### src/rtl/dmem_arbiter.sv
// Two-port round-robin arbiter with bounded lock in front of the single-cycle data memory.
// Grants are combinational; load data is registered into the granted port one cycle later.
module dmem_arbiter #(
    parameter int MAX_LOCK = 4,
    parameter int ADDR_W   = 32,
    parameter int DATA_W   = 32
) (
    input  logic              clk,
    input  logic              rst,

    input  logic              p0_req,
    input  logic              p0_we,
    input  logic [ADDR_W-1:0] p0_addr,
    input  logic [DATA_W-1:0] p0_wdata,
    input  logic              p0_lock,
    output logic              p0_gnt,
    output logic              p0_rvalid,
    output logic [DATA_W-1:0] p0_rdata,

    input  logic              p1_req,
    input  logic              p1_we,
    input  logic [ADDR_W-1:0] p1_addr,
    input  logic [DATA_W-1:0] p1_wdata,
    input  logic              p1_lock,
    output logic              p1_gnt,
    output logic              p1_rvalid,
    output logic [DATA_W-1:0] p1_rdata,

    output logic              mem_read,
    output logic              mem_write,
    output logic [ADDR_W-1:0] mem_addr,
    output logic [DATA_W-1:0] mem_wdata,
    input  logic [DATA_W-1:0] mem_rdata
);

    typedef enum logic {
        PORT0 = 1'b0,
        PORT1 = 1'b1
    } port_t;

    localparam int CNT_W = $clog2(MAX_LOCK + 1);
    localparam logic [CNT_W-1:0] CNT_MAX = CNT_W'(MAX_LOCK);

    port_t            last;
    port_t            lock_port;
    logic             lock_valid;
    logic [CNT_W-1:0] lock_cnt;

    logic [1:0] gnt;
    logic       owner_req;
    logic       forced;
    logic       xfer;
    port_t      sel_port;
    logic       sel_we;
    logic       sel_lock;

    // Grant is forced low while reset is high so nothing can reach the memory.
    always_comb begin
        owner_req = (lock_port == PORT1) ? p1_req : p0_req;
        forced    = lock_valid && owner_req && (lock_cnt < CNT_MAX);
        gnt       = 2'b00;
        if (!rst) begin
            if (forced) begin
                gnt = (lock_port == PORT1) ? 2'b10 : 2'b01;
            end else if (p0_req && p1_req) begin
                gnt = (last == PORT0) ? 2'b10 : 2'b01;
            end else begin
                gnt = {p1_req, p0_req};
            end
        end
    end

    assign p0_gnt = gnt[0];
    assign p1_gnt = gnt[1];
    assign xfer   = |gnt;

    always_comb begin
        sel_port  = gnt[1] ? PORT1 : PORT0;
        sel_we    = 1'b0;
        sel_lock  = 1'b0;
        mem_addr  = '0;
        mem_wdata = '0;
        if (gnt[1]) begin
            sel_we    = p1_we;
            sel_lock  = p1_lock;
            mem_addr  = p1_addr;
            mem_wdata = p1_wdata;
        end else if (gnt[0]) begin
            sel_we    = p0_we;
            sel_lock  = p0_lock;
            mem_addr  = p0_addr;
            mem_wdata = p0_wdata;
        end
    end

    assign mem_read  = xfer & ~sel_we;
    assign mem_write = xfer &  sel_we;

    // The lock count saturates so an owner that keeps winning uncontested stays bounded.
    always_ff @(posedge clk or posedge rst) begin
        if (rst) begin
            last       <= PORT1;
            lock_valid <= 1'b0;
            lock_port  <= PORT0;
            lock_cnt   <= '0;
        end else if (xfer) begin
            last <= sel_port;
            if (sel_lock) begin
                lock_valid <= 1'b1;
                lock_port  <= sel_port;
                if (lock_valid && (lock_port == sel_port)) begin
                    lock_cnt <= (lock_cnt == CNT_MAX) ? lock_cnt : lock_cnt + 1'b1;
                end else begin
                    lock_cnt <= CNT_W'(1);
                end
            end else begin
                lock_valid <= 1'b0;
                lock_cnt   <= '0;
            end
        end else if (lock_valid && !owner_req) begin
            lock_valid <= 1'b0;
            lock_cnt   <= '0;
        end
    end

    always_ff @(posedge clk or posedge rst) begin
        if (rst) begin
            p0_rvalid <= 1'b0;
            p1_rvalid <= 1'b0;
            p0_rdata  <= '0;
            p1_rdata  <= '0;
        end else begin
            p0_rvalid <= mem_read & gnt[0];
            p1_rvalid <= mem_read & gnt[1];
            if (mem_read && gnt[0]) begin
                p0_rdata <= mem_rdata;
            end
            if (mem_read && gnt[1]) begin
                p1_rdata <= mem_rdata;
            end
        end
    end

endmodule

### config.mk
export PLATFORM = sky130hd
export DESIGN_NAME = dmem_arbiter
export DESIGN_NICKNAME = d
export VERILOG_FILES = /design/src/rtl/dmem_arbiter.sv
export SDC_FILE = /design/constraint.sdc
export NUM_CORES = 1
export LEC_CHECK = 0
export BUFFER_PORTS_ARGS = -buffer_cell sky130_fd_sc_hd__buf_2
export CORE_MARGIN = 2
export CORE_UTILIZATION = 25
export CTS_CLUSTER_SIZE = 25
export DETAILED_ROUTE_END_ITERATION = 8
export GPL_TIMING_DRIVEN = 0
export PLACE_DENSITY = 0.52
export RECOVER_POWER = 25
export SYNTH_ARGS = -nofsm -noshare
export SYNTH_HDL_FRONTEND = slang
export SYNTH_SLANG_ARGS = --single-unit
### constraint.sdc
create_clock -name clk -period 2.9 [get_ports clk]
set_clock_uncertainty 0.2 [all_clocks]
set_input_delay 0.145 -clock clk [delete_from_list [all_inputs] [get_ports clk]]
set_output_delay 0.145 -clock clk [all_outputs]
set_load 0.02 [all_outputs]
==> impl_metrics.toml <==
[status]
outcome = "finished clean"

[place]
gp_congestion = 0.919
dp_hpwl_mm = 11.0
portBuffers = 298
dp.cells = 767

[timing]
setup_viol = 0
slew_headroom_pct = 38.5
hold_violations = 0
fin_crit_sh_pct = 94.9
clock.fmax_ghz = 0.363
tightest_slew_ps = 917
finalCriticalPeriod_ps = 2750
maxSlewViolCount = 0
fin_setup_tns_ps = 0

[drt]
via_count = 3841
drt_iter0_drc = 111
postRouteAntennaNets = 0
dr.pass1.iters = 4
drc_errors = 0
wl_per_cell_um = 16.7
viasPerCell = 4.64
routed_wl_mm = 13.8

[grt]
overflow = 0
grt_first_pass_wirelength_mm = 21.1
grt_max_degree = 41
grt_pass1_vias = 3985
track_usage_pct = 16.9
grt_antenna_before_repair = 0

[pwr]
pwr-share-seq_pct = 35.7
internal_power_uw = 2570
clockPowerShare_pct = 24.6
p_sw_uw = 1610
pwr_density_cell_nw_per_um2 = 693
leakage_uw = 0.00299
p_sw_share_pct = 38.6
power_frac_comb_pct = 39.8
ir_worst_vdd_mv = 0.325

[cts]
root_buffer = "clkbuf_16"
cts.clk_slew.worst_paths_ps = 50
clock_latency_ps = 320
cts_max_level = 3
cts_tree = "done"
cts.sink_count = 72
cts.path.max_buffers = 2
cts-buffers-inserted = 9

[logic_synthesis]
synthCells = 284
async_flop_share_pct = 100
synth.net_count = 454
ys_seq_area_share_pct = 49.7
ys_warn_count = 0
synth-seq-cells = 72
synth_cell_type_count = 36
avgSynthCellArea_um2 = 12.8
syn_area_um2 = 3630
synth_ff_type = "dfrtp_1"
synth-edff-count = 0

[floorplan]
fp.dieW_um = 124
initial_core_util_pct = 25.2
dieArea_um2 = 15500
ios = 302
core_um2 = 14400
fp-row-count = 44
fp.dieH_um = 124

[finish]
post_route_cells_drive_above_1_share_pct = 48.3
fin_cells = 827
final_util_pct = 41.9
fill_cells = 1480
nNetsFinal = 807
syn2layout_area_growth_pct = 66.0

[min_path]
hold_class = "in -> reg"
min_from = "p0_lock"

[worst_setup_path]
worstPathArrival_ps = 2410
r2r-start = "lock_cnt[2]"
crit_start = "lock_cnt[2]"
worstPathRequired_ps = 2560
crit_type = "reg -> out"
start_kind = "register"
worstSetupEndpointType = "output port"
cp_max_fo = 10

[job]
cap_violations = 0
==> power groups by stage <==
stage | Sequential [uW] | Clock, uW | Combinational (uW)
2_1_floorplan | 1850 | 0 | 649
3_3_place_gp | 1470 | 0 | 1670
3_5_place_dp | 1490 | 0 | 1690
4_1_cts | 1480 | 1050 | 1740
5_1_grt | 1530 | 1110 | 1770
6_report | 1490 | 1030 | 1660
==> cell usage after synthesis (2+ instances only) <==
master     instances  area share, %
inv_1              7           0.72
nand3_1            3           0.41
mux2_1            33             10
a2bb2oi_1          2           0.48
buf_6              6            1.9
a22o_1            65             16
nor2b_1            3           0.52
nand2_1            8           0.83
clkbuf_1          12            1.2
nor2_1             6           0.62
a2111oi_4          2            1.5
a21oi_1            3           0.41
mux2_2            31            9.6
nor3_1             2           0.28
dfrtp_1           71             49
ha_1               2           0.69
buf_2              6           0.83
o21ai_0            4           0.55
==> worst paths after layout <==
| check | end | slack (ps) | cells after the start |
|---|---|---|---|
| worst min-delay path | lock_valid | 70 | 4 |
| worst min register to register | p1_rdata[19] | 280 | 1 |
| max in group asynchronous | p1_rdata[28] | 760 | 4 |
| min in group asynchronous | p1_rdata[17] | 380 | 3 |
| worst max register to register | p1_rdata[3] | 420 | 7 |
| worst max-delay path | mem_wdata[24] | 150 | 7 |
==> metrics by stage <==
stage	area (um^2)	power [uW]	hold slack (ps)	setup WS [ps]
2_1_floorplan	3630	2500	78.3	160
3_3_place_gp	5350	3140	172	-564
3_5_place_dp	5370	3180	180	-8.76
4_1_cts	6020	4270	35.5	55.5
5_1_grt	6020	4420	86.9	-6.42
6_report	6020	4180	65.3	148
==> per-layer routing <==
layer | GRT usage [%] | share of wire [%]
met1 | 21.3 | 43
met2 | 28.6 | 50
met4 | 4.36 | 2.1
met3 | 4.55 | 5.5
met5 | 0 | 0
==> sequential cells by signal, summed over array words and instances (netlist names) <==
name and cells:
lock_port 1, p0_rdata 32, p1_rvalid 1, lock_cnt 3, p1_rdata 32, p0_rvalid 1, last 1, lock_valid 1
==> kinds of logic (layout without fill, tap and decap cells) <==
kind of cell,count (synthesis),in the layout,share of synthesized area [%]
other,0,1,0
adders and majority gates,2,2,0.690
buffers and inverters,32,390,4.86
and+or+nand+nor,27,27,3.73
AOI/OAI and AO/OA,86,86,20.9
DFF,72,72,49.7
muxes,65,65,20.1
==> placed cells by master, fill, tap and decap left out, drive strengths merged <==
| cell type | synthesis | layout |
|---|---|---|
| a21oi | 3 | 3 |
| nor2 | 6 | 6 |
| nor3 | 2 | 2 |
| a41oi | 1 | 1 |
| o211ai | 1 | 1 |
| o21ai | 4 | 4 |
| a31oi | 1 | 1 |
| a211oi | 1 | 1 |
| or2 | 1 | 1 |
| nand2 | 8 | 8 |
| nand2b | 1 | 1 |
| a21o | 1 | 1 |
| mux2i | 1 | 1 |
| clkinvlp | 0 | 5 |
| nor3b | 1 | 1 |
| nand3 | 3 | 3 |
| diode | 0 | 1 |
| a311o | 1 | 1 |
| clkbuf | 12 | 88 |
| mux2 | 64 | 64 |
| and2 | 1 | 1 |
| inv | 7 | 8 |
| nor2b | 3 | 3 |
| a22oi | 1 | 1 |
| o21bai | 1 | 1 |
| o2111ai | 1 | 1 |
| dlygate4sd3 | 0 | 36 |
| ha | 2 | 2 |
| buf | 13 | 253 |
| a2111oi | 2 | 2 |
| o32ai | 1 | 1 |
| a2bb2oi | 2 | 2 |
| dfstp | 1 | 1 |
| a22o | 65 | 65 |
| and4bb | 1 | 1 |
| dfrtp | 71 | 71 |
==> critical path, stage by stage, from the launching register on <==
cell	delay [ps]
dfrtp_1	480
nand2b_2	300
a211oi_4	320
nor3_2	120
buf_2	230
buf_2	200
a22o_1	270
buf_2	160
==> cell type report <==
class | count | area [um^2] | area share [%]
repair buffers | 341 | 1830 | 30.5
flip-flops and latches | 72 | 1800 | 29.9
multi-input cells | 180 | 1680 | 27.9
clock buffers | 11 | 243 | 4.03
well taps | 184 | 230 | 3.82
plain buffers | 25 | 154 | 2.56
clock inverters | 5 | 40.0 | 0.665
inverters | 7 | 30.0 | 0.499
repair inverters | 1 | 5.00 | 0.0831
diodes | 1 | 2.50 | 0.0416
==> what timing repair did <==
action,CTS,global route
hold buffers,34,2
resized for setup,4,7
pin swaps,2,2
setup endpoints to repair,30,34
gates cloned,0,1
endpoints found under the hold margin,66,15
buffers inserted,2,4
Note: power is estimated with default switching activity, not from simulation.
